[config.mk]
export PLATFORM = sky130hd
export DESIGN_NAME = core_gbus_loader
export DESIGN_NICKNAME = d
export VERILOG_FILES = /design/src/rtl/core_gbus_loader_pkg.sv /design/src/rtl/gbus_word_packer.sv /design/src/rtl/core_gbus_loader.sv
export SDC_FILE = /design/constraint.sdc
export NUM_CORES = 1
export LEC_CHECK = 0
export ABC_CLOCK_PERIOD_IN_PS = 3100
export CORE_ASPECT_RATIO = 0.75
export CORE_MARGIN = 2
export CORE_UTILIZATION = 53
export DETAILED_ROUTE_END_ITERATION = 12
export PLACE_DENSITY_LB_ADDON = 0.05
export SLEW_MARGIN = 20
export SYNTH_ARGS = -nofsm -noshare
export SYNTH_HDL_FRONTEND = slang
export SYNTH_SLANG_ARGS = --single-unit
[constraint.sdc]
create_clock -name clk -period 3.1 [get_ports clk]
set_clock_uncertainty 0.1 [all_clocks]
set_input_delay 0.62 -clock clk [delete_from_list [all_inputs] [get_ports clk]]
set_output_delay 0.62 -clock clk [all_outputs]
set_load 0.005 [all_outputs]
[src/rtl/core_gbus_loader_pkg.sv]
// ============================================================================
// core_gbus_loader_pkg : shared state encoding and beat-count helper
// Rev 1.0 - initial release
// ============================================================================
`default_nettype none

package core_gbus_loader_pkg;

  typedef enum logic [1:0] {
    IDLE = 2'd0,
    FILL = 2'd1,
    DONE = 2'd2
  } state_t;

  function automatic int unsigned beats(input int unsigned gw, input int unsigned iw);
    return gw / iw;
  endfunction

endpackage

`default_nettype wire

[src/rtl/gbus_word_packer.sv]
// ============================================================================
// gbus_word_packer : gathers narrow beats LSB-first into one wide word
// Rev 1.0 - initial release
// ============================================================================
`default_nettype none

module gbus_word_packer
  import core_gbus_loader_pkg::*;
#(
  parameter int GW = 128,
  parameter int IW = 16
) (
  input  logic          clk,
  input  logic          rstn,
  input  logic          i_clear,
  input  logic          i_beat_vld,
  input  logic [IW-1:0] i_beat_data,
  output logic [GW-1:0] o_word,
  output logic          o_word_vld
);

  localparam int BEATS = beats(GW, IW);
  localparam int CNT_W = (BEATS > 1) ? $clog2(BEATS) : 1;
  localparam logic [CNT_W-1:0] c_last_beat = CNT_W'(BEATS - 1);

  logic [CNT_W-1:0] r_cnt;
  logic [GW-1:0]    r_pack;

  always_ff @(posedge clk or negedge rstn) begin
    if (!rstn) begin
      r_cnt  <= '0;
      r_pack <= '0;
    end else if (i_clear) begin
      r_cnt <= '0;
    end else if (i_beat_vld) begin
      r_pack[r_cnt*IW +: IW] <= i_beat_data;
      r_cnt <= (r_cnt == c_last_beat) ? '0 : r_cnt + CNT_W'(1);
    end
  end

  // The final beat bypasses the register so the word is ready in its accept cycle.
  always_comb begin
    o_word = r_pack;
    o_word[(BEATS-1)*IW +: IW] = i_beat_data;
  end

  assign o_word_vld = i_beat_vld && (r_cnt == c_last_beat);

endmodule

`default_nettype wire

[src/rtl/core_gbus_loader.sv]
// ============================================================================
// core_gbus_loader : packs a host beat stream into gbus words and writes them
//                    to consecutive gbus addresses for one command at a time
// Rev 1.0 - initial release
// ============================================================================
`default_nettype none

module core_gbus_loader
  import core_gbus_loader_pkg::*;
#(
  parameter int MAC_MULT_NUM         = 16,
  parameter int IDATA_WIDTH          = 8,
  parameter int HEAD_CORE_NUM        = 16,
  parameter int CMEM_ADDR_WIDTH      = 10,
  parameter int GBUS_DATA_WIDTH      = MAC_MULT_NUM * IDATA_WIDTH,
  parameter int GBUS_ADDR_WIDTH      = 2 + $clog2(HEAD_CORE_NUM) + CMEM_ADDR_WIDTH,
  parameter int INTERFACE_DATA_WIDTH = 16,
  parameter int LEN_WIDTH            = 12
) (
  input  logic                            clk,
  input  logic                            rstn,
  input  logic                            cmd_vld,
  output logic                            cmd_rdy,
  input  logic [GBUS_ADDR_WIDTH-1:0]      cmd_base_addr,
  input  logic [LEN_WIDTH-1:0]            cmd_len,
  input  logic                            abort,
  input  logic [INTERFACE_DATA_WIDTH-1:0] in_data,
  input  logic                            in_vld,
  output logic                            in_rdy,
  output logic [GBUS_ADDR_WIDTH-1:0]      out_gbus_addr,
  output logic                            out_gbus_wen,
  output logic [GBUS_DATA_WIDTH-1:0]      out_gbus_wdata,
  output logic                            busy,
  output logic                            done
);

  if ((GBUS_DATA_WIDTH % INTERFACE_DATA_WIDTH) != 0) begin : g_width_check
    $error("GBUS_DATA_WIDTH must be a multiple of INTERFACE_DATA_WIDTH");
  end

  state_t                       r_state;
  state_t                       w_state_nxt;
  logic [GBUS_ADDR_WIDTH-1:0]   r_next_addr;
  logic [LEN_WIDTH-1:0]         r_remaining;
  logic [GBUS_ADDR_WIDTH-1:0]   r_gbus_addr;
  logic                         r_gbus_wen;
  logic [GBUS_DATA_WIDTH-1:0]   r_gbus_wdata;
  logic                         w_clear;
  logic                         w_beat_acc;
  logic [GBUS_DATA_WIDTH-1:0]   w_word;
  logic                         w_word_vld;

  gbus_word_packer #(
    .GW (GBUS_DATA_WIDTH),
    .IW (INTERFACE_DATA_WIDTH)
  ) u_packer (
    .clk         (clk),
    .rstn        (rstn),
    .i_clear     (w_clear),
    .i_beat_vld  (w_beat_acc),
    .i_beat_data (in_data),
    .o_word      (w_word),
    .o_word_vld  (w_word_vld)
  );

  always_comb begin
    w_state_nxt = r_state;
    cmd_rdy     = (r_state == IDLE);
    in_rdy      = (r_state == FILL) && !abort;
    busy        = (r_state != IDLE);
    done        = (r_state == DONE) && !abort;
    unique case (r_state)
      IDLE: if (cmd_vld) w_state_nxt = (cmd_len == '0) ? DONE : FILL;
      FILL: begin
        if (abort)                                              w_state_nxt = IDLE;
        else if (w_word_vld && (r_remaining == LEN_WIDTH'(1))) w_state_nxt = DONE;
      end
      DONE:    w_state_nxt = IDLE;
      default: w_state_nxt = IDLE;
    endcase
  end

  assign w_beat_acc = in_vld && in_rdy;
  // Any partial word is dropped whenever we leave FILL or a command is cancelled.
  assign w_clear    = (r_state != FILL) || abort;

  always_ff @(posedge clk or negedge rstn) begin
    if (!rstn) r_state <= IDLE;
    else       r_state <= w_state_nxt;
  end

  always_ff @(posedge clk or negedge rstn) begin
    if (!rstn) begin
      r_next_addr  <= '0;
      r_remaining  <= '0;
      r_gbus_addr  <= '0;
      r_gbus_wen   <= 1'b0;
      r_gbus_wdata <= '0;
    end else begin
      r_gbus_wen <= w_word_vld;
      if ((r_state == IDLE) && cmd_vld) begin
        r_next_addr <= cmd_base_addr;
        r_remaining <= cmd_len;
      end
      if (w_word_vld) begin
        r_gbus_addr  <= r_next_addr;
        r_gbus_wdata <= w_word;
        r_next_addr  <= r_next_addr + GBUS_ADDR_WIDTH'(1);
        r_remaining  <= r_remaining - LEN_WIDTH'(1);
      end
    end
  end

  assign out_gbus_addr  = r_gbus_addr;
  assign out_gbus_wen   = r_gbus_wen;
  assign out_gbus_wdata = r_gbus_wdata;

endmodule

`default_nettype wire

# == Word-level counts from Yosys, hierarchy flattened ==
# Cells that the tools add are included.
# totals
reg_bits,306
input_bits,49
output_inout_bits,149
wordCells,50
# classes
add_sub_neg,4
n_eq_ne,7
shifts,2
mux,13
bitwise_logic,1
n_reduce_logical,15
# ops
cell,count
$bwmux 128,1
$shift 16x34->128 const A,1
$shiftx 16x34->128,1
$neg 7->34,1
$mux 16,2
$mux 12,2
$add 16x1->16 const B,1
$eq 12x1->1 const B,1
$logic_not 12->1,1
$sub 12x1->12 const B,1
$mux 3,3
$mux 2,4
$logic_and 1x1->1,6
$reduce_bool 2->1,3
$pmux 2 s2,1
$reduce_and 2->1,2
$add 3x1->3 const B,1
$eq 3x3->1 const B,1
$ne 3x2->1 const B,1
$eq 2x1->1 const B,1
$eq 2x2->1 const B,1
$logic_not 2->1,1
$ne 2x1->1 const B,1
$ne 2x2->1 const B,1
other kinds (3),3

# == Logic depth before layout (Yosys ltp) ==
# depth
depth_word,8
ltp_mapped,10
mapped_depth_nobuf,7

# == By module ==
# A second synthesis with hierarchy kept.
# hier_totals
cells_unflattened,868
hier_area_um2,12284.3
# by_module_without_submodules
mod,instances,cells_per_inst,area_per_inst_um2,seq_area_each_um2
core_gbus_loader,1,504,7196.9,4379.2
gbus_word_packer,1,364,5087.4,2877.8

# == Worst setup path after synthesis ==
# Ideal clock, no wire load.
# synth_timing
kind,register -> register
from,register u_packer.r_cnt[0]
to,register u_packer.r_pack[38]
t_arrival_ns,2.326
t_required_ns,2.875
setup_slack_ns,0.550
stages_incl_launch_ff,10
n_path_buf,2
period_less_slack_ns,2.550
path_cell_list,dfrtp_1 -> inv_1 -> ha_1 -> ha_1 -> or3b_2 -> nor3_1 -> and3_1 -> buf_2 -> buf_4 -> mux2_2
# synth_via
elab_chain_len,3
word_cells_on_any_way,4
cone_classes,add/sub (1); shift (2); mux (1)
# synth_lines
item,line_no,source
start: declaration,gbus_word_packer.sv:26,logic [CNT_W-1:0] r_cnt;
start signal: assignment,gbus_word_packer.sv:37,r_cnt <= (r_cnt == c_last_beat) ? '0 : r_cnt + CNT_W'(1);
$neg 7->34 *,gbus_word_packer.sv:36,r_pack[r_cnt*IW +: IW] <= i_beat_data;
$shiftx 16x34->128 / $shift 16x34->128 (equally long branches),gbus_word_packer.sv:36,
$bwmux 128 *,gbus_word_packer.sv:36,
end signal: indexed assignment,gbus_word_packer.sv:36,
end: declaration,gbus_word_packer.sv:27,logic [GW-1:0] r_pack;
# Mark *: on every way between the ends. The rest lies on a longest branch, timed or not.
# A chain may end at the register's enable or synchronous reset.

# == Worst setup path in the final report ==
# layout_timing
from,input abort
to,output in_rdy
# layout_via
elab_chain_len,2
# layout_lines
item,line_no,source
start: declaration,core_gbus_loader.sv:26,"input logic abort,"
$logic_not 1->1,core_gbus_loader.sv:69,in_rdy = (r_state == FILL) && !abort;
$logic_and 1x1->1,core_gbus_loader.sv:69,
end: declaration,core_gbus_loader.sv:29,"output logic in_rdy,"
# Every way passes these cells.

==> results.md <==
- Worst min path class: input pin to async pin
- Drt total wl: slightly above 30000 microns
- Initial antenna violation count: 0
- Placement Rows: 47
- Filler instances: ~1700
- Hold_buf cts: 0
- Critical Path Sink: in_rdy
- Syn Area/Cell: ~10 sq um
- CP Buf/Inv Count: 3
- Worst endpoint required time: approximately 2.4 ns
- Remaining global-route overflow: 0
- DR iter-0 viols: between 700 and 800
- Pwr dens: about 530 nW/um^2
- Post-synth ARST share: 1.00
- Post-CTS Resized: 0
- FF+latch area: 7260 sq um
- Clock Sink Count: slightly below 300
- Critical path data arrival time: approximately 2.2 ns
- Number of synthesized flops with an enable pin: 0
- Multiplexer share of the synthesized area: 0.0912
- Worst-margin pin slew: around 0.67 ns
- Normalized max-slew margin: 0.550
- Leak: 7.68 nW
- First-pass GRT wire length: 49000 microns
- Synth Area in XOR/XNOR: 0
- Min Clock Period, post-route: between 2 and 3 ns
- Final Non-Filler Cells: around 1700
- Placed cell count: between 1500 and 2000
- Post-CTS Setup Repair Bufs: 0
- H-Tree Depth: 1
- Setup TNS: 0 ns
- Hold violation total from the final report: 5
- Syn_nets: roughly 1200
- CP Launch Point: abort
- Critical Path Fanout Max: 3
- Worst reg2reg path depth: 8
- Crit-path leading delay family: buffers and inverters
- Crit path max-delay cell type: clkdlybuf4s50_1
- Register area share after synthesis: 0.612
- Worst Setup End Kind: output pin
- # port buffers: between 150 and 200
- CP Launch Type: input pin
- Worst R2R Start: u_packer.r_cnt[0]$_DFFE_PN0P_
- Register-to-Register Setup Slack: 0.43 ns
- DRT Pass-1 Iters: 5
- Max cap viols: 0
- Post-Syn Instances: 1152
- Synth Register Bits: 290
- Total I/O pin count: about 200
- # setup viols final: 0
- Total CTS buffers: 28
- Clock root cell: clkbuf_16
- Diode count: 0
- DP Wirelength: roughly 22000 microns
- Synthesized cell area: approximately 12000 sq um
- TritonCTS clock tree: done
- Failing checks: hold timing
- Leading cell type in the layout, fill and taps excluded: nand2_1
- Clk slew on worst S/H paths: ~0.070 ns
- Number of global-route vias before repair: 8755
- Final Max Tran Viols: 0
- CP Class: input pin to output pin
- Layout Nets: approximately 1400
- Die Width: between 150 and 200 microns
- Die area: approximately 24000 sq um
- Final hold slack: -0.00747 ns
- Simple-gate area share of the yosys netlist: 0.204
- CP Depth: 4
- Multi-input logic area: about 4300 sq um
- Synth Area in Adders: 0.00844
- Bufs on Longest Clock Path: 3
- # DRC: 0
- Largest net degree at the start of global routing: 85
- ANT nets after route: 0
- Most frequent CP cell: clkdlybuf4s50_1
- Ys Warns: 0
- FMAX: around 350 MHz
- Share of cells above drive strength 1: 0.134
- Initial Utilization: 0.539
- Wire per inst: roughly 18 microns
- Core Box Area: 22000 sq um
- Status: finished with violations
- Largest family of logic cells by synthesized area: simple AND/OR/NAND/NOR gates
- Avg Vias per Cell: between 5 and 6
- Worst R2R End: u_packer.r_pack[44]$_DFFE_PN0P_
- Chip Height: 134 microns
- Distinct cells, synth: 51
- Via count: about 9000
- Area growth syn-to-layout: 29.1%
- Main flop type after synthesis: dfrtp_1
- RD Place Congestion: about 0.89
- Worst-path cell chain: clkdlybuf4s50_1, or3b_1, inv_1, clkdlybuf4s50_1
- Synth Area in Compound Gates: 0.0532
- Final Cycle Share: 0.925
- GRT Resource Usage Total: 0.267
- Later-pin clock latency in the skew report: 0.53 ns
- Most frequent cells in the layout: nand2_1 (461), dfrtp_1 (290), clkdlybuf4s50_1 (196)
- Peak supply drop: 478 uV
- Unrepaired setup endpoints after global routing: no
- Slowest stage delay, CP: roughly 0.53 ns
==> cells by family (layout without fill, tap and decap cells) <==
| group | after synthesis | after routing |
|---|---|---|
| adder cells (fa/ha/maj) | 8 | 8 |
| AND/OR/NAND/NOR | 587 | 587 |
| flip-flops | 290 | 290 |
| buffers and inverters | 86 | 314 |
| multiplexers | 98 | 98 |
| AO/OA/AOI/OAI | 83 | 83 |
==> worst register-to-register path: cells and delay by family, from the launching register on <==
kind	cells	cell delay (ns)
fa+ha+maj	2	0.45
buf+inv	2	0.27
flops	1	0.46
mux	1	0.35
simple gates	3	0.92
==> state kept, by name, summed over array words and instances, names as in the netlist <==
signal,count
r_remaining,12
r_next_addr,16
r_state,2
u_packer.r_pack,112
u_packer.r_cnt,3
out_gbus_wdata,128
out_gbus_wen,1
out_gbus_addr,16
==> report_power, final <==
part | switching [W] | leakage, nW | internal [W] | total, W
clock network | 0.00142 | 0.443 | 0.00191 | 0.00333
logic | 0.000330 | 3.36 | 0.000267 | 0.000598
registers | 0.000153 | 3.87 | 0.00396 | 0.00411
==> synth_stat cells (4+ instances only) <==
library cell	number	area (sq um)
o21ai_0	18	90.1
a221o_1	4	40.0
and2_1	17	106
o211ai_1	8	60.1
buf_2	11	55.1
nor2_1	44	165
and3_1	5	31.3
nand2_1	462	1730
nand2b_1	4	25.0
dfrtp_1	290	7260
nor3_1	9	45.0
clkbuf_1	41	154
nor4_1	8	50.1
nor3b_1	4	30.0
mux2_2	80	901
o21ai_1	5	25.0
o31ai_2	9	113
nand4_1	4	25.0
ha_1	8	100
a21oi_1	7	35.0
inv_1	27	101
mux2i_1	18	180
nand3_1	16	80.1
a211oi_1	8	60.1
==> metal layers <==
layer | routed length, microns | track usage | up-vias
li1 | - | - | 4197
met1 | 15000 | 0.427 | 4437
met2 | 13000 | 0.376 | 289
met3 | 2240 | 0.0588 | 29
met4 | 474 | 0.0542 | 0
met5 | 0 | 0 | -
==> metrics by stage <==
| stage | util | cell area, sq um | power (W) | setup slack [ns] |
|---|---|---|---|---|
| 5_1_grt | 0.696 | 15300 | 0.00833 | 0.167 |
| 3_3_place_gp | 0.656 | 14400 | 0.00475 | 0.257 |
| 3_5_place_dp | 0.656 | 14400 | 0.00477 | 0.218 |
| 6_report | 0.696 | 15300 | 0.00804 | 0.233 |
| 2_1_floorplan | - | 11900 | 0.00444 | 0.550 |
| 4_1_cts | 0.696 | 15300 | 0.00808 | 0.245 |
==> worst min-delay path by stage <==
| stage | endpoint | depth (start not counted) | from | slack, ns |
|---|---|---|---|---|
| floorplan | out_gbus_addr[0]$_DFFE_PN0P_ | 0 | rstn | 0.22 |
| global placement | out_gbus_wdata[10]$_DFFE_PN0P_ | 2 | u_packer.r_pack[10]$_DFFE_PN0P_ | 0.34 |
| detailed placement | out_gbus_wdata[92]$_DFFE_PN0P_ | 2 | u_packer.r_pack[92]$_DFFE_PN0P_ | 0.35 |
| CTS | r_remaining[3]$_DFFE_PN0P_ | 1 | rstn | 0.02 |
| global route | r_remaining[3]$_DFFE_PN0P_ | 1 | rstn | 0.04 |
| finish | r_remaining[3]$_DFFE_PN0P_ | 1 | rstn | -0.007 |
==> area by class of cell <==
cell class | count | area share
inverter | 27 | 0.00678
tap | 294 | 0.0240
multi-input combinational | 776 | 0.278
clock buffer | 42 | 0.0539
sequential | 290 | 0.474
timing repair buffer | 238 | 0.159
clock inverter | 7 | 0.00433
Power figures use the tool's default switching activity.
==> patch 1, RTL diff (same flow settings) <==
Re-encode `state_t` (3 states) as one-hot, 3 bits wide.
--- a/src/rtl/core_gbus_loader_pkg.sv
+++ b/src/rtl/core_gbus_loader_pkg.sv
@@ -6,10 +6,10 @@
 
 package core_gbus_loader_pkg;
 
-  typedef enum logic [1:0] {
-    IDLE = 2'd0,
-    FILL = 2'd1,
-    DONE = 2'd2
+  typedef enum logic [2:0] {
+    IDLE = 3'b001,
+    FILL = 3'b010,
+    DONE = 3'b100
   } state_t;
 
   function automatic int unsigned beats(input int unsigned gw, input int unsigned iw);
Formal check against the unedited RTL: no difference found for any inputs over 10 cycles, from zero or initial values and one cycle with rstn low; not proved beyond that.
==> patch 1 against the unedited design <==
- count of clock-buffer cells in the layout is 3 higher
- sequential power rose by 5%
- synthesized area grew 1.1%
- wire length grew 0.91%
- first-iteration DRC count grew 17%
- design area is 0.64% higher
- clock power hardly changed
- combinational power up 45%
- power increased by 5.8%
- global-route usage barely moved
- die area increased by 1.0%
- sequential cell count increased by 1
- setup slack got worse by 6.6 ps
- largest cell class unchanged
==> patch 1: results (changes against the unedited design) <==
stage,metric,value,unit,change
run_status,outcome,finished clean,,
place,gp_congestion,0.866,,-2.9%
global_route,grt_pass1_wl,50100,um,+2.3%
pwr,ir_drop,430,uV,-9.9%
yosys,synthAdderAreaFrac,0.835,%,-0.0090 points
global_route,gr-usage-all-layers,26.7,%,about the same
final_layout,largest_register_ffs,128,,unchanged
yosys,synthArstFlopShare,100,%,unchanged
final_layout,final_layout_size_suffix_gt1_share,9.00,%,-4.4 points
yosys,netlist_top_cells_count,"nand2_1, dfrtp_1, o21ai_0",,
global_route,grt_start_max_net_pins,95,,+12%
yosys,synth-xor-area-share,0.0731,%,+0.073 points
final_layout,diodes,0,,unchanged
route,post-route-drc-count,0,,unchanged
place,dpl.hpwl,21100,um,-2.0%
route,first_pass_iters,5,,unchanged
final_layout,fin_nets,1505,,+6.1%
hold_path,hold_path_class,register to register,,
clock_network,clk_latency,530,ps,about the same
sta,max_slew_margin,55.3,%,+0.25 points
clock_network,htreeDepth,1,,unchanged
yosys,synth_mux_area_share,2.33,%,-6.8 points
clock_network,clockBufferDepth,3,,unchanged
yosys,syn-num-nets,1313,,+8.6%
yosys,synth.top_cells.by_area,"dfrtp_1, nand2_1, o21ai_0",,
critical_path,cp_max_fo,2,,-1
place,portBuffers,197,,unchanged
route,first_iter_violations,827,,+17%
yosys,ys_seq_area_share,60.8,%,-0.43 points
yosys,yosysWarnings,0,,unchanged
yosys,synth_compound_area_share,9.16,%,+3.8 points
hold_path,hold_start,u_packer.r_pack[42],,
place,pre_cts_slack,103,ps,-115 ps
clock_network,clockRootBuffer,clkbuf_16,,
final_layout,fillers,1771,,+4.2%
critical_path,worstReg2RegStart,u_packer.r_cnt[0],,
clock_network,cts-resized-gates,0,,unchanged
clock_network,numCtsBuffers,28,,unchanged
clock_network,clk_pin_slew,60,ps,
critical_path,startpoint,abort,,
pwr,p_leak,0.00737,uW,-4.0%
yosys,ys_types,54,,+5.9%
place,post_dp_cell_area,14500,um^2,+0.61%
route,dr_total_vias,9444,,+5.5%
global_route,grt_antenna_before_repair,0,,unchanged
global_route,grt_pass1_vias,9052,,+3.4%
route,wirelength,31100,um,+0.91%
-- patch 1: through the flow --
stage,std cells,util [%]
floorplan,1256,-
global placement,1711,65.6
detailed placement,1711,65.6
CTS,1761,69.7
global route,1761,69.7
finish,1761,69.7
-- patch 1: cells by family (layout without fill, tap and decap cells) --
| kind of cell | after synthesis | after routing |
|---|---|---|
| compound gates | 171 | 171 |
| fa+ha+maj | 8 | 8 |
| simple gates | 626 | 626 |
| buf+inv | 134 | 345 |
| mux | 25 | 25 |
| flops | 291 | 291 |
| xor+xnor | 1 | 1 |
-- patch 1: worst max-delay path, stage by stage --
cell	delay, ps
clkdlybuf4s50_1	410
or4b_1	520
clkinv_1	100
clkdlybuf4s50_1	500
-- patch 1: final timing paths --
kind / endpoint / slack, ps / depth (start not counted)
worst max-delay path: in_rdy / 230 / 4
worst min-delay path: out_gbus_wdata[42] / 360 / 2
worst max register to register: u_packer.r_pack[32] / 330 / 7
worst min register to register: out_gbus_wdata[42] / 360 / 2
max in group asynchronous: out_gbus_wdata[68] / 1410 / 3
min in group asynchronous: out_gbus_wdata[28] / 570 / 2
-- patch 1: cell type report --
cell class	instances	area (um^2)	share of cell area (%)
Tap cell	294	368	2.39
Clock inverter	4	45.0	0.292
Timing Repair Buffer	242	2480	16.1
Inverter	54	205	1.33
Clock buffer	45	846	5.49
Sequential cell	291	7280	47.3
Multi-Input combinational cell	831	4180	27.1
-- patch 1: metal layers --
layer  global-route usage (%)  wire (um)  vias up
met1                     41.0      14700     4612
met5                        0          0        -
met2                     39.3      13600      294
li1                         -          -     4502
met3                     6.29       2300       36
met4                     4.87        463        0
-- patch 1: power breakdown --
group | internal [uW] | total (uW) | switching, uW
combinational | 357 | 868 | 511
sequential | 4060 | 4310 | 242
clock | 1930 | 3330 | 1400
total | 6360 | 8510 | 2150
-- patch 1: timing repair --
action / in CTS / in global routing
hold endpoints to repair: 41 / 0
buffers inserted: 0 / 0
hold buffers: 1 / 0
==> patch 2, RTL diff (same settings) <==
Made on the original files. `CMEM_ADDR_WIDTH`: 10 -> 11.
--- a/src/rtl/core_gbus_loader.sv
+++ b/src/rtl/core_gbus_loader.sv
@@ -11,7 +11,7 @@
   parameter int MAC_MULT_NUM         = 16,
   parameter int IDATA_WIDTH          = 8,
   parameter int HEAD_CORE_NUM        = 16,
-  parameter int CMEM_ADDR_WIDTH      = 10,
+  parameter int CMEM_ADDR_WIDTH      = 11,
   parameter int GBUS_DATA_WIDTH      = MAC_MULT_NUM * IDATA_WIDTH,
   parameter int GBUS_ADDR_WIDTH      = 2 + $clog2(HEAD_CORE_NUM) + CMEM_ADDR_WIDTH,
   parameter int INTERFACE_DATA_WIDTH = 16,
Interface: changed (resized cmd_base_addr and out_gbus_addr); port bits go from 198 to 200. No check against the original RTL was run, so the function may have changed too.
==> patch 2 against the unedited design <==
- setup slack improved by 93 ps
- synthesized area decreased by 0.32%
- largest power group unchanged
- critical path type unchanged
- power increased by 2.6%
- design area decreased by 0.95%
- wire length increased by 0.15%
- sequential cell count increased by 2
- critical endpoint unchanged
- non-clock buffer count decreased by 6
- global-route usage decreased by 0.22 points
- highest routed layer unchanged
==> patch 2: results (changes against the unedited design) <==
stage,metric,value,unit,change
route,wl_met2,13100,um,+0.47%
critical_path,max_stage_delay,510,ps,-20 ps
yosys,synth-xor-area-share,0.148,%,+0.15 points
clock_network,htreeDepth,1,,unchanged
final_layout,final_common_cell,nand2_1,,
global_route,gr-usage-all-layers,26.5,%,-0.22 points
yosys,netlist_top_cells_count,"nand2_1, dfrtp_1, o21ai_0",,
final_layout,stdcell_area,15200,um^2,-0.95%
hold_path,hold_path_class,register to register,,
global_route,grt_pass1_wl,49200,um,+0.34%
pwr,clockPowerShare,42.5,%,+1.0 points
final_layout,buffers_excl_clock,232,,-2.5%
pwr,p_leak,0.00746,uW,-2.9%
final_layout,diodes,0,,unchanged
yosys,synth_compound_area_share,7.96,%,+2.6 points
yosys,synth.top_cells.by_area,"dfrtp_1, nand2_1, o31ai_1",,
final_layout,clk_share,6.27,%,+0.45 points
clock_network,clockBufferDepth,3,,unchanged
route,routedLengthMet1,14800,um,-1.9%
clock_network,cts_hold_buf,1,,+1
global_route,grt_pass1_vias,8933,,+2.0%
yosys,synthArstFlopShare,100,%,unchanged
route,viasPerCell,5.44,,+1.8%
final_layout,multi_input_gates,818,,+5.4%
final_layout,largest_register_ffs,128,,unchanged
final_layout,regArea,7310,um^2,+0.69%
final_layout,multiInputGateArea,4120,um^2,-3.1%
route,wire_per_inst,18.0,um,-2.1%
clock_network,postCtsSetupBuffers,0,,unchanged
pwr,ir_drop,417,uV,-13%
place,post_dp_cell_area,14200,um^2,-1.5%
run_status,outcome,finished clean,,
final_layout,final_layout_size_suffix_gt1_share,8.74,%,-4.7 points
place,pre_cts_slack,285,ps,+66.5 ps
place,portBuffers,199,,+1.0%
critical_path,cp_max_fo,3,,unchanged
place,gp_congestion,0.879,,-1.5%
global_route,gr-usage-met1,42.5,%,-0.21 points
route,wl_met3,2510,um,+12%
global_route,grt_start_max_net_pins,98,,+15%
place,dpl.hpwl,21000,um,-2.6%
pwr,power_density,544,nW/um^2,+3.6%
global_route,grt_use_met3,5.79,%,-0.086 points
yosys,ys_seq_area_share,61.8,%,+0.62 points
final_layout,fillers,1790,,+5.4%
yosys,ys_types,60,,+18%
route,first_iter_violations,932,,+32%
final_layout,nFlopsAndLatches,292,,+0.69%
yosys,syn-num-nets,1261,,+4.3%
yosys,synthAdderAreaFrac,0.847,%,+0.0027 points
sta,worstMarginPinSlew,802,ps,+132 ps
global_route,grtUsageMet2,37.5,%,-0.14 points
final_layout,fin_nets,1458,,+2.8%
yosys,synth_mux_area_share,3.81,%,-5.3 points
pwr,swShare,23.3,%,-0.30 points
final_layout,layout.nonclk_buf_share,15.2,%,-0.67 points
clock_network,numCtsBuffers,29,,+3.6%
[patch 2: cell types whose count changed after synthesis, sizes merged, moves of 9 or more]
| cell | change |
|---|---|
| buf | +9 |
| and2 | -14 |
| mux2 | -56 |
| nor2 | -21 |
| nand2 | +64 |
| o21ai | +31 |
| o31ai | +28 |
[patch 2: metrics by stage]
stage | utilization, % | cells
2_1_floorplan | - | 1203
3_3_place_gp | 64.6 | 1662
3_5_place_dp | 64.6 | 1662
4_1_cts | 68.9 | 1713
5_1_grt | 68.9 | 1713
6_report | 68.9 | 1713
[patch 2: path summary, 6_finish.rpt]
check,slack [ps],depth (start not counted),endpoint
min in group asynchronous,570,2,out_gbus_addr[8]
worst max register to register,460,6,u_packer.r_pack[27]
worst min register to register,360,2,out_gbus_wdata[1]
max in group asynchronous,1480,3,out_gbus_wdata[40]
worst min-delay path,360,2,out_gbus_wdata[1]
worst max-delay path,330,4,in_rdy
[patch 2: worst min-delay path, stage by stage (launching register included)]
cell and delay (ps):
dfrtp_1 340, nand2_1 50, nand2_1 50
